<file path="src/rtl/washer_ctrl.sv">
// Washing-machine program controller: sequences FILL -> WASH -> DRAIN -> SPIN with pause/resume and power toggle.
// Optional feature macro AUTO_POWER_OFF_EN: inactivity timeout (IDLE_TIMEOUT ticks) in IDLE/DONE powers the unit off.
//
// state   | meaning
// OFF     | unpowered, only power_btn accepted
// IDLE    | powered, program selectable, waiting for start
// FILL    | adding water each tick up to WATER_LVL
// WASH    | counting down the wash portion of the program
// DRAIN   | removing water each tick down to 0
// SPIN    | counting down the spin portion of the program
// DONE    | program finished, beeping until start/mode
// PAUSE   | running state frozen, start resumes it
module washer_ctrl #(
   parameter int WASH_T    = 20,
   parameter int SPIN_T    = 10,
   parameter int WATER_LVL = 40,
   parameter int FILL_STEP = 10
`ifdef AUTO_POWER_OFF_EN
   ,parameter int IDLE_TIMEOUT = 60
`endif
) (
   input  logic       clk,
   input  logic       rst,
   input  logic       tick,
   input  logic       power_btn,
   input  logic       start_btn,
   input  logic       mode_btn,
   output logic       power_light,
   output logic [6:0] current_time,
   output logic [6:0] total_time,
   output logic [6:0] current_water,
   output logic [2:0] phase,
   output logic [1:0] mode,
   output logic       done_beep
);

   typedef enum logic [2:0] {
      S_OFF   = 3'd0,
      S_IDLE  = 3'd1,
      S_FILL  = 3'd2,
      S_WASH  = 3'd3,
      S_DRAIN = 3'd4,
      S_SPIN  = 3'd5,
      S_DONE  = 3'd6,
      S_PAUSE = 3'd7
   } state_t;

   localparam logic [6:0] WASH_C = 7'(WASH_T);
   localparam logic [6:0] SPIN_C = 7'(SPIN_T);
   localparam logic [6:0] LVL_C  = 7'(WATER_LVL);
   localparam logic [6:0] STEP_C = 7'(FILL_STEP);
   localparam logic [7:0] LVL8   = 8'(WATER_LVL);
   localparam logic [7:0] STEP8  = 8'(FILL_STEP);

   state_t     state_q, state_d;
   state_t     saved_q, saved_d;
   logic [1:0] mode_q, mode_d;
   logic [6:0] time_q, time_d;
   logic [6:0] total_q, total_d;
   logic [6:0] water_q, water_d;
   logic       power_q, power_d;
   logic       beep_q, beep_d;

   logic [7:0] water_sum;
   logic [6:0] water_up;
   logic [6:0] water_dn;
   logic [6:0] time_dec;
   logic [6:0] wash_end;
   logic [1:0] mode_nxt;
   logic       auto_off;

`ifdef AUTO_POWER_OFF_EN
   localparam logic [6:0] TIMEOUT_C = 7'(IDLE_TIMEOUT);
   logic [6:0] idle_cnt_q, idle_cnt_d;
`endif

   function automatic logic [6:0] total_of(input logic [1:0] m);
      logic [6:0] t;
      case (m)
         2'd0:    t = WASH_C + SPIN_C;
         2'd1:    t = WASH_C;
         default: t = SPIN_C;
      endcase
      return t;
   endfunction

   always_comb begin
      state_d  = state_q;
      saved_d  = saved_q;
      mode_d   = mode_q;
      time_d   = time_q;
      total_d  = total_q;
      water_d  = water_q;
      power_d  = power_q;
      beep_d   = beep_q;
      auto_off = 1'b0;

      water_sum = {1'b0, water_q} + STEP8;
      water_up  = (water_sum >= LVL8) ? LVL_C : water_sum[6:0];
      water_dn  = (water_q > STEP_C) ? (water_q - STEP_C) : 7'd0;
      time_dec  = (time_q != 7'd0) ? (time_q - 7'd1) : 7'd0;
      // mode 0 hands the remaining SPIN_T over to the spin phase
      wash_end  = (mode_q == 2'd0) ? SPIN_C : 7'd0;
      mode_nxt  = (mode_q == 2'd2) ? 2'd0 : (mode_q + 2'd1);

`ifdef AUTO_POWER_OFF_EN
      idle_cnt_d = 7'd0;
      if ((state_q == S_IDLE) || (state_q == S_DONE)) begin
         if (power_btn || start_btn || mode_btn) begin
            idle_cnt_d = 7'd0;
         end else if (tick) begin
            idle_cnt_d = idle_cnt_q + 7'd1;
            auto_off   = ((idle_cnt_q + 7'd1) >= TIMEOUT_C);
         end else begin
            idle_cnt_d = idle_cnt_q;
         end
      end
`endif

      if (state_q == S_OFF) begin
         if (power_btn) begin
            state_d = S_IDLE;
            power_d = 1'b1;
            mode_d  = 2'd0;
            total_d = total_of(2'd0);
            time_d  = total_of(2'd0);
            water_d = 7'd0;
            beep_d  = 1'b0;
         end
      end else if (power_btn || auto_off) begin
         state_d = S_OFF;
         power_d = 1'b0;
         time_d  = 7'd0;
         total_d = 7'd0;
         water_d = 7'd0;
         beep_d  = 1'b0;
      end else begin
         case (state_q)
            S_IDLE: begin
               if (start_btn) begin
                  state_d = (mode_q == 2'd2) ? S_SPIN : S_FILL;
               end else if (mode_btn) begin
                  mode_d  = mode_nxt;
                  total_d = total_of(mode_nxt);
                  time_d  = total_of(mode_nxt);
               end
            end
            S_FILL, S_WASH, S_DRAIN, S_SPIN: begin
               if (start_btn) begin
                  saved_d = state_q;
                  state_d = S_PAUSE;
               end else if (tick) begin
                  case (state_q)
                     S_FILL: begin
                        water_d = water_up;
                        if (water_up == LVL_C) state_d = S_WASH;
                     end
                     S_WASH: begin
                        time_d = time_dec;
                        if (time_dec <= wash_end) state_d = S_DRAIN;
                     end
                     S_DRAIN: begin
                        water_d = water_dn;
                        if (water_dn == 7'd0) begin
                           if (mode_q == 2'd0) begin
                              state_d = S_SPIN;
                           end else begin
                              state_d = S_DONE;
                              time_d  = 7'd0;
                              beep_d  = 1'b1;
                           end
                        end
                     end
                     default: begin
                        time_d = time_dec;
                        if (time_dec == 7'd0) begin
                           state_d = S_DONE;
                           beep_d  = 1'b1;
                        end
                     end
                  endcase
               end
            end
            S_DONE: begin
               if (start_btn || mode_btn) begin
                  state_d = S_IDLE;
                  time_d  = total_q;
                  beep_d  = 1'b0;
               end
            end
            S_PAUSE: begin
               if (start_btn) state_d = saved_q;
            end
            default: state_d = S_OFF;
         endcase
      end
   end

   always_ff @(posedge clk or posedge rst) begin
      if (rst) begin
         state_q <= S_OFF;
         saved_q <= S_OFF;
         mode_q  <= 2'd0;
         time_q  <= 7'd0;
         total_q <= 7'd0;
         water_q <= 7'd0;
         power_q <= 1'b0;
         beep_q  <= 1'b0;
      end else begin
         state_q <= state_d;
         saved_q <= saved_d;
         mode_q  <= mode_d;
         time_q  <= time_d;
         total_q <= total_d;
         water_q <= water_d;
         power_q <= power_d;
         beep_q  <= beep_d;
      end
   end

`ifdef AUTO_POWER_OFF_EN
   always_ff @(posedge clk or posedge rst) begin
      if (rst) idle_cnt_q <= 7'd0;
      else     idle_cnt_q <= idle_cnt_d;
   end
`endif

   assign power_light   = power_q;
   assign current_time  = time_q;
   assign total_time    = total_q;
   assign current_water = water_q;
   assign phase         = state_q;
   assign mode          = mode_q;
   assign done_beep     = beep_q;

endmodule

</file>
<file path="config.mk">
export PLATFORM = sky130hd
export DESIGN_NAME = washer_ctrl
export DESIGN_NICKNAME = d
export VERILOG_FILES = /design/src/rtl/washer_ctrl.sv
export SDC_FILE = /design/constraint.sdc
export NUM_CORES = 1
export LEC_CHECK = 0
export BUFFER_PORTS_ARGS = -buffer_cell sky130_fd_sc_hd__buf_2
export CAP_MARGIN = 10
export CORE_UTILIZATION = 45
export CTS_CLUSTER_SIZE = 28
export DETAILED_ROUTE_END_ITERATION = 8
export PLACE_DENSITY = 0.71
export SLEW_MARGIN = 20
export SYNTH_ARGS = -nofsm -noshare
export SYNTH_HDL_FRONTEND = slang
export SYNTH_SLANG_ARGS = --single-unit
</file>
<file path="constraint.sdc">
create_clock -name clk -period 3.4 [get_ports clk]
set_input_delay 0 -clock clk [delete_from_list [all_inputs] [get_ports clk]]
set_output_delay 0 -clock clk [all_outputs]
set_load 0.005 [all_outputs]
</file>
==> impl_results.md, run 1 <==
* Number of nets still failing antenna checks after routing at 0
* Number of storage elements in the synthesis netlist at 26
* Clock tree from TritonCTS: yes
* Worst path required time at 3.62 ns
* Final GP Congestion at 0.854
* Via count of the first global-routing pass at 2066
* Cell area after placement at 0.00244 mm2
* Min Tclk post-route at 3.32 ns
* Number of optimization iterations in the first detailed-route pass at 5
* Nature of the critical path endpoint: register
* Standard-cell row count at 25
* Power density over the cells at 909 mW/mm2
* Antenna violations before repair at 0
* Overall global routing resource usage at 22.6%
* Maximum net fanout on the critical path at 4
* Most frequent cells in the layout: o21ai_0, nand2_1, buf_2, nor2_1
* Total routed wirelength at 5820 um
* Height of the die at 72.1 um
* Post-layout instance count excluding filler cells at 401
* Clock H-tree levels at 1
* Number of DRC violations after detailed-routing iteration 0 at 91
* Total via count after detailed routing at 2371
* Min Hold Slack at 0.157 ns
* Maximum capacitance violations at 0
* Placed instance count at 391
* Switching power as a share of total power at 47.9%
* Clock tree root buffer cell: clkbuf_8
* Fraction of the yosys area taken by sequential cells at 29.5%
* Startpoint class of the critical path: register
* Register-to-Register Path Depth at 16
* Combinational power share at 69.5%
* Maximum clock rate at 0.301 GHz
* R2R Setup Slk at 0.08 ns
* Number of antenna repair diodes at 0
* Worst Max-Slew Pin Slew at 0.979 ns
* Longest Clk Path Bufs at 2
* Most common library cell in the layout ignoring fill and taps: o21ai_0
* WHS Path Cells at 4
* WP data arrival at 3.54 ns
* Leakage power at 1.14 nW
* Detailed-route vias per instance at 5.91
* RR Startpoint: current_time[1]$_DFFE_PP0P_
* Critical R2R Capture: phase[0]$_DFFE_PP0P_
* Status: complete, no violations
* Hold Path End: saved_q[1]$_DFFE_PP0P_
* Final hold vios at 0
* Count of input and output buffers at 30
* Mapped cell area at 0.00221 mm2
* Number of slew-limit violations in the final report at 0
* Net load switching power at 1.13 mW
* IR Drop Worst-Case VDD at 0.000440 V
* Fin nets at 348
* Most used flip-flop cell after synthesis: dfrtp_1
* Crit Path Category: reg2reg
* Unique masters post-synth at 54
* Synth-to-Final Area Change at 17.8%
* Number of buffers added by the clock tree synthesis step at 3
* Placed wire-length estimate after detailed placement at 3960 um
* Proportion of synthesized flip-flops having asynchronous set or reset at 100%
* I/O pin cnt at 34
* Clock Sink Count at 26
* Width of the chip at 72.1 um
* Normalized max-slew margin at 34.3%
* HP Class: in2reg
* Wire length of the first global-routing pass at 9520 um
* Synth Instances at 302
* Die ar. at 0.00519 mm2
* Share of the cycle needed by the critical path after routing at 97.6%
* Summed negative setup slack over all endpoints at 0 ns
* Mean routed wirelength per cell at 14.5 um
* Setup-violating endpoint count in the final report at 0
* Number of synthesized flops with an enable pin at 0
* Final std cell area, no fill at 0.00260 mm2
* Synthesis Warnings at 0
* Global route total overflow at 0
* Maximum number of pins on one net before global-route repair at 32
* Core Area at 0.00472 mm2
* Setup clock skew after layout at 0.00299 ns
* Clock-pin transition on the worst setup and hold timing paths at 0.09 ns
* Later-pin clock latency in the skew report at 0.27 ns
* Initial Util at 46.8%
* Number of design rule violations left after detail routing at 0
* Part of the power in registers at 22.8%
* Internal cell power at 1.23 mW
* Proportion of layout cells with a drive suffix above 1 at 21.3%
* Synthesized area per cell at 7.31 um2
* Clock group share of total power at 7.6%
* Tot Pwr at 2.36 mW
* Worst Min Path Start: start_btn
==> final cells by class <==
class | count | area, um2
Tap cell | 67 | 83.8
Timing Repair Buffer | 49 | 295
Sequential cell | 26 | 651
Clock buffer | 3 | 41.3
Inverter | 13 | 48.8
Fill cell | 451 | 2120
Multi-Input combinational cell | 243 | 1480
==> worst max-delay path, cell delays in order, from the launching register on <==
cell and delay [ns]:
dfrtp_1 0.40, inv_2 0.08, ha_4 0.13, or4b_4 0.49, nor3_4 0.24, buf_4 0.15
buf_4 0.11, nor2_1 0.06, inv_1 0.06, ha_2 0.27, nand2_1 0.08, o21ai_0 0.09
o211ai_1 0.13, o221ai_2 0.15, a311oi_2 0.40, a21boi_2 0.24, o221a_2 0.19
==> per-stage QoR <==
| stage | util (%) | worst slack, ns |
|---|---|---|
| final | 55.1 | 0.0813 |
| after detailed placement | 51.7 | -0.0498 |
| after CTS | 52.8 | 0.0195 |
| after global routing | 55.1 | -0.0524 |
| after floorplan | - | 0.00355 |
| after global placement | 51.7 | 0.0622 |
==> layer usage <==
layer  track usage (%)  share of wire, %  vias up
met3              1.94               4.8       11
li1                  -                 -     1143
met4              5.88               1.3        0
met2              38.1                47       87
met5                 0                 0        -
met1              31.3                47     1130
==> timing repair <==
action / 4_1_cts / 5_1_grt
endpoints found under the setup margin: 3 / 3
resized for setup: 3 / 12
cloned: 0 / 0
pin swaps: 0 / 9
hold buffers: 0 / 1
setup buffers: 0 / 6
hold endpoints to repair: 0 / 26
==> registers in the layout, indices dropped and copies added, names as in the netlist <==
| signal | count |
|---|---|
| done_beep | 1 |
| current_time | 7 |
| saved_q | 3 |
| total_time | 2 |
| phase | 3 |
| current_water | 7 |
| power_light | 1 |
| mode | 2 |
==> worst max-delay path by stage <==
stage	start	to	slack, ns	cells after the start
global placement	current_time[0]$_DFFE_PP0P_	phase[0]$_DFFE_PP0P_	0.06	13
floorplan	current_time[0]$_DFFE_PP0P_	phase[1]$_DFFE_PP0P_	0.004	13
finish	current_time[1]$_DFFE_PP0P_	phase[0]$_DFFE_PP0P_	0.08	16
CTS	current_time[0]$_DFFE_PP0P_	phase[1]$_DFFE_PP0P_	0.02	13
detailed placement	current_time[0]$_DFFE_PP0P_	phase[0]$_DFFE_PP0P_	-0.05	13
global route	current_time[0]$_DFFE_PP0P_	phase[0]$_DFFE_PP0P_	-0.05	13
==> power by group through the flow <==
| stage | clock network [mW] | logic (mW) | registers, mW |
|---|---|---|---|
| CTS | 0.181 | 1.43 | 0.535 |
| global route | 0.191 | 1.82 | 0.558 |
| detailed placement | 0 | 1.40 | 0.541 |
| floorplan | 0 | 1.02 | 0.537 |
| finish | 0.180 | 1.64 | 0.540 |
| global placement | 0 | 1.38 | 0.542 |
==> logic make-up after synthesis <==
group / Yosys count / share of synthesized area, %
mux: 5 / 2.32
fa+ha+maj: 6 / 3.40
flops: 26 / 29.5
compound gates: 112 / 31.1
simple gates: 114 / 25.5
other cells: 1 / 0.170
buf+inv: 35 / 6.86
xor+xnor: 3 / 1.19
==> Yosys cell counts (all sizes together), types with 5 or more instances <==
cell type | count | share of area, %
o21ai | 42 | 9.5
nand2 | 36 | 6.1
nor2 | 28 | 4.8
a21oi | 27 | 6.1
dfrtp | 26 | 29
clkbuf | 14 | 2.4
inv | 13 | 2.2
nor2b | 12 | 3.4
buf | 8 | 2.3
nand3 | 7 | 1.6
a22oi | 6 | 2.0
ha | 6 | 3.4
nand2b | 6 | 1.7
nor3 | 6 | 1.4
a31oi | 5 | 1.4
(Power assumes the default switching activity.)
==> run 2, diff against run 1 <==
Settings changed: BUFFER_PORTS_ARGS -buffer_cell sky130_fd_sc_hd__buf_2 to default, CAP_MARGIN 10 to 30, DONT_BUFFER_PORTS from default to 1, PLACE_DENSITY 0.71 to 0.61.
==> impl_results.md, run 2 (same netlist as run 1, synthesis figures left out) <==
* Status: complete, no violations
* Leakage power at 1.02 nW (-11%)
* Crit Path Category: reg2reg
* I/O pin cnt at 34 (unchanged)
* Core Area at 0.00472 mm2 (unchanged)
* Number of buffers added by the clock tree synthesis step at 3 (unchanged)
* Final std cell area, no fill at 0.00247 mm2 (-5.1%)
* Final GP Congestion at 0.799 (-6.5%)
* Height of the die at 72.1 um (unchanged)
* Nature of the critical path endpoint: register
* Cell occurring most often along the worst timing path: ha_1
* Standard-cell row count at 25 (unchanged)
* Maximum capacitance violations at 0 (unchanged)
* Initial Util at 46.8% (unchanged)
* Mean routed wirelength per cell at 15.4 um (+5.7%)
* Min Tclk post-route at 3.20 ns (-0.122 ns)
* Detailed-route vias per instance at 5.77 (-2.3%)
* Register-to-Register Path Depth at 13 (-3)
* Worst Setup SP: current_time[0]$_DFFE_PP0P_
* Stages on the worst setup path at 13 (-3)
* Number of antenna repair diodes at 0 (unchanged)
* Cell area after placement at 0.00233 mm2 (-4.4%)
* Number of slew-limit violations in the final report at 0 (unchanged)
* Antenna violations before repair at 0 (unchanged)
* Worst path required time at 3.57 ns (-0.05 ns)
* Most frequent cells in the layout: o21ai_0, nand2_1, nor2_1, a21oi_1, dfrtp_1
* CP max-delay cell: or4b_4
* Startpoint class of the critical path: register
* Maximum number of pins on one net before global-route repair at 28 (-13%)
* Via count of the first global-routing pass at 2040 (-1.3%)
* Sum of buffers and inverters on the critical path at 1 (-3)
* Met2 GRT Util at 37.7% (-0.31 points)
* Number of optimization iterations in the first detailed-route pass at 4 (-1)
* Power density over the cells at 891 mW/mm2 (-2.0%)
* Tot Pwr at 2.20 mW (-6.9%)
* Overall global routing resource usage at 23.7% (+1.2 points)
* Setup clock skew after layout at 0.00520 ns (+0.00221 ns)
* Proportion of layout cells with a drive suffix above 1 at 10.8% (-10 points)
* Maximum clock rate at 0.313 GHz (+3.8%)
* Normalized max-slew margin at 56.1% (+22 points)
* Synth-to-Final Area Change at 11.8%
* Width of the chip at 72.1 um (unchanged)
* Maximum net fanout on the critical path at 4 (unchanged)
* IR Drop Worst-Case VDD at 0.000425 V (-3.4%)
* Summed negative setup slack over all endpoints at 0 ns (unchanged)
* Die ar. at 0.00519 mm2 (unchanged)
* Share of the cycle needed by the critical path after routing at 94.0% (-3.6 points)
* Number of nets still failing antenna checks after routing at 0 (unchanged)
* RR Startpoint: current_time[0]$_DFFE_PP0P_
* Wire length of the first global-routing pass at 9940 um (+4.4%)
* Total routed wirelength at 5710 um (-1.9%)
* Count of input and output buffers at 0 (-100%)
* Worst Max-Slew Pin Slew at 0.658 ns (-0.321 ns)
* Longest Clk Path Bufs at 2 (unchanged)
* Min Hold Slack at 0.00648 ns (-0.151 ns)
* WP data arrival at 3.37 ns (-0.17 ns)
* Total via count after detailed routing at 2148 (-9.4%)
* Critical Path Sink: phase[2]$_DFFE_PP0P_
* Most common library cell in the layout ignoring fill and taps: o21ai_0
* Final hold vios at 0 (unchanged)
* Global route total overflow at 0 (unchanged)
* Maximum cell stage delay along the critical path at 0.49 ns (about the same)
* Clock H-tree levels at 1 (unchanged)
* Clock Sink Count at 26 (unchanged)
* HP Class: in2reg
* Fin nets at 318 (-8.6%)
* Most crowded layer after global routing: met2
* Setup-violating endpoint count in the final report at 0 (unchanged)
* Clock tree root buffer cell: clkbuf_8
* Critical R2R Capture: phase[2]$_DFFE_PP0P_
* Placed wire-length estimate after detailed placement at 4020 um (+1.7%)
* Dominant delay contributor by cell family on the critical path: compound AO/OA/AOI/OAI gates
* R2R Setup Slk at 0.20 ns (+0.12 ns)
* Number of DRC violations after detailed-routing iteration 0 at 128 (+41%)
* GR met3 Demand/Resource at 5.00% (+3.1 points)
* Global Route met1 Usage at 33.3% (+2.0 points)
* Later-pin clock latency in the skew report at 0.28 ns (about the same)
* Worst-path cell chain: inv_1, ha_1, or4b_4, nor3_4, a21oi_1, ha_1, nor3b_1, a221oi_1, o211ai_1, o221ai_2, a311oi_2, nor4_1, a221o_1
* Clock-pin transition on the worst setup and hold timing paths at 0.10 ns (about the same)
* Clock tree from TritonCTS: yes
* Number of design rule violations left after detail routing at 0 (unchanged)
run 2: worst min path at each step:
stage | startpoint | endpoint | slack (ns) | depth (start not counted)
6_report | power_btn | saved_q[2]$_DFFE_PP0P_ | 0.006 | 3
5_1_grt | power_btn | phase[2]$_DFFE_PP0P_ | 0.03 | 2
4_1_cts | power_btn | saved_q[2]$_DFFE_PP0P_ | 0.003 | 3
3_5_place_dp | rst | current_water[2]$_DFFE_PP0P_ | -0.02 | 1
3_3_place_gp | power_btn | done_beep$_DFFE_PP0P_ | 0.07 | 1
2_1_floorplan | rst | current_time[0]$_DFFE_PP0P_ | 0.04 | 1
run 2: area by class of cell:
class / count / area [um2]
tap: 67 / 83.8
sequential: 26 / 651
multi-input combinational: 243 / 1450
timing repair buffer: 19 / 170
fill: 442 / 2250
inverter: 13 / 48.8
clock inverter: 1 / 30.0
clock buffer: 3 / 41.3
run 2: where the power goes:
part | switching (mW) | internal [mW]
clock | 0.109 | 0.158
combinational | 0.762 | 0.581
sequential | 0.182 | 0.410
run 2: worst register-to-register path, cell delays in order, from the launching register on:
cell,delay [ns]
dfrtp_1,0.39
inv_1,0.08
ha_1,0.16
or4b_4,0.49
nor3_4,0.15
a21oi_1,0.09
ha_1,0.33
nor3b_1,0.19
a221oi_1,0.07
o211ai_1,0.24
o221ai_2,0.14
a311oi_2,0.39
nor4_1,0.10
a221o_1,0.26
run 2: metal layers:
metal  part of all wire [%]  vias to the layer above
li1                       -                     1089
met1                     50                      996
met2                     45                       59
met3                    4.2                        4
met4                   0.84                        0
met5                      0                        -
run 2: what timing repair did:
action | CTS | global route
endpoints found under the hold margin | 23 | 0
setup endpoints to repair | 3 | 3
setup buffers | 0 | 1
pin swaps | 0 | 1
gates resized for setup | 2 | 4
hold buffers | 3 | 0
gates cloned | 0 | 0
run 2: metrics by stage:
step | std cells | utilization (%) | setup WS, ns
final | 372 | 52.3 | 0.203
after detailed placement | 364 | 49.4 | -0.0529
after CTS | 371 | 51.8 | 0.0219
after global placement | 363 | 48.8 | 0.0474
after global routing | 372 | 52.3 | -0.00197
after floorplan | 304 | - | 0.00355
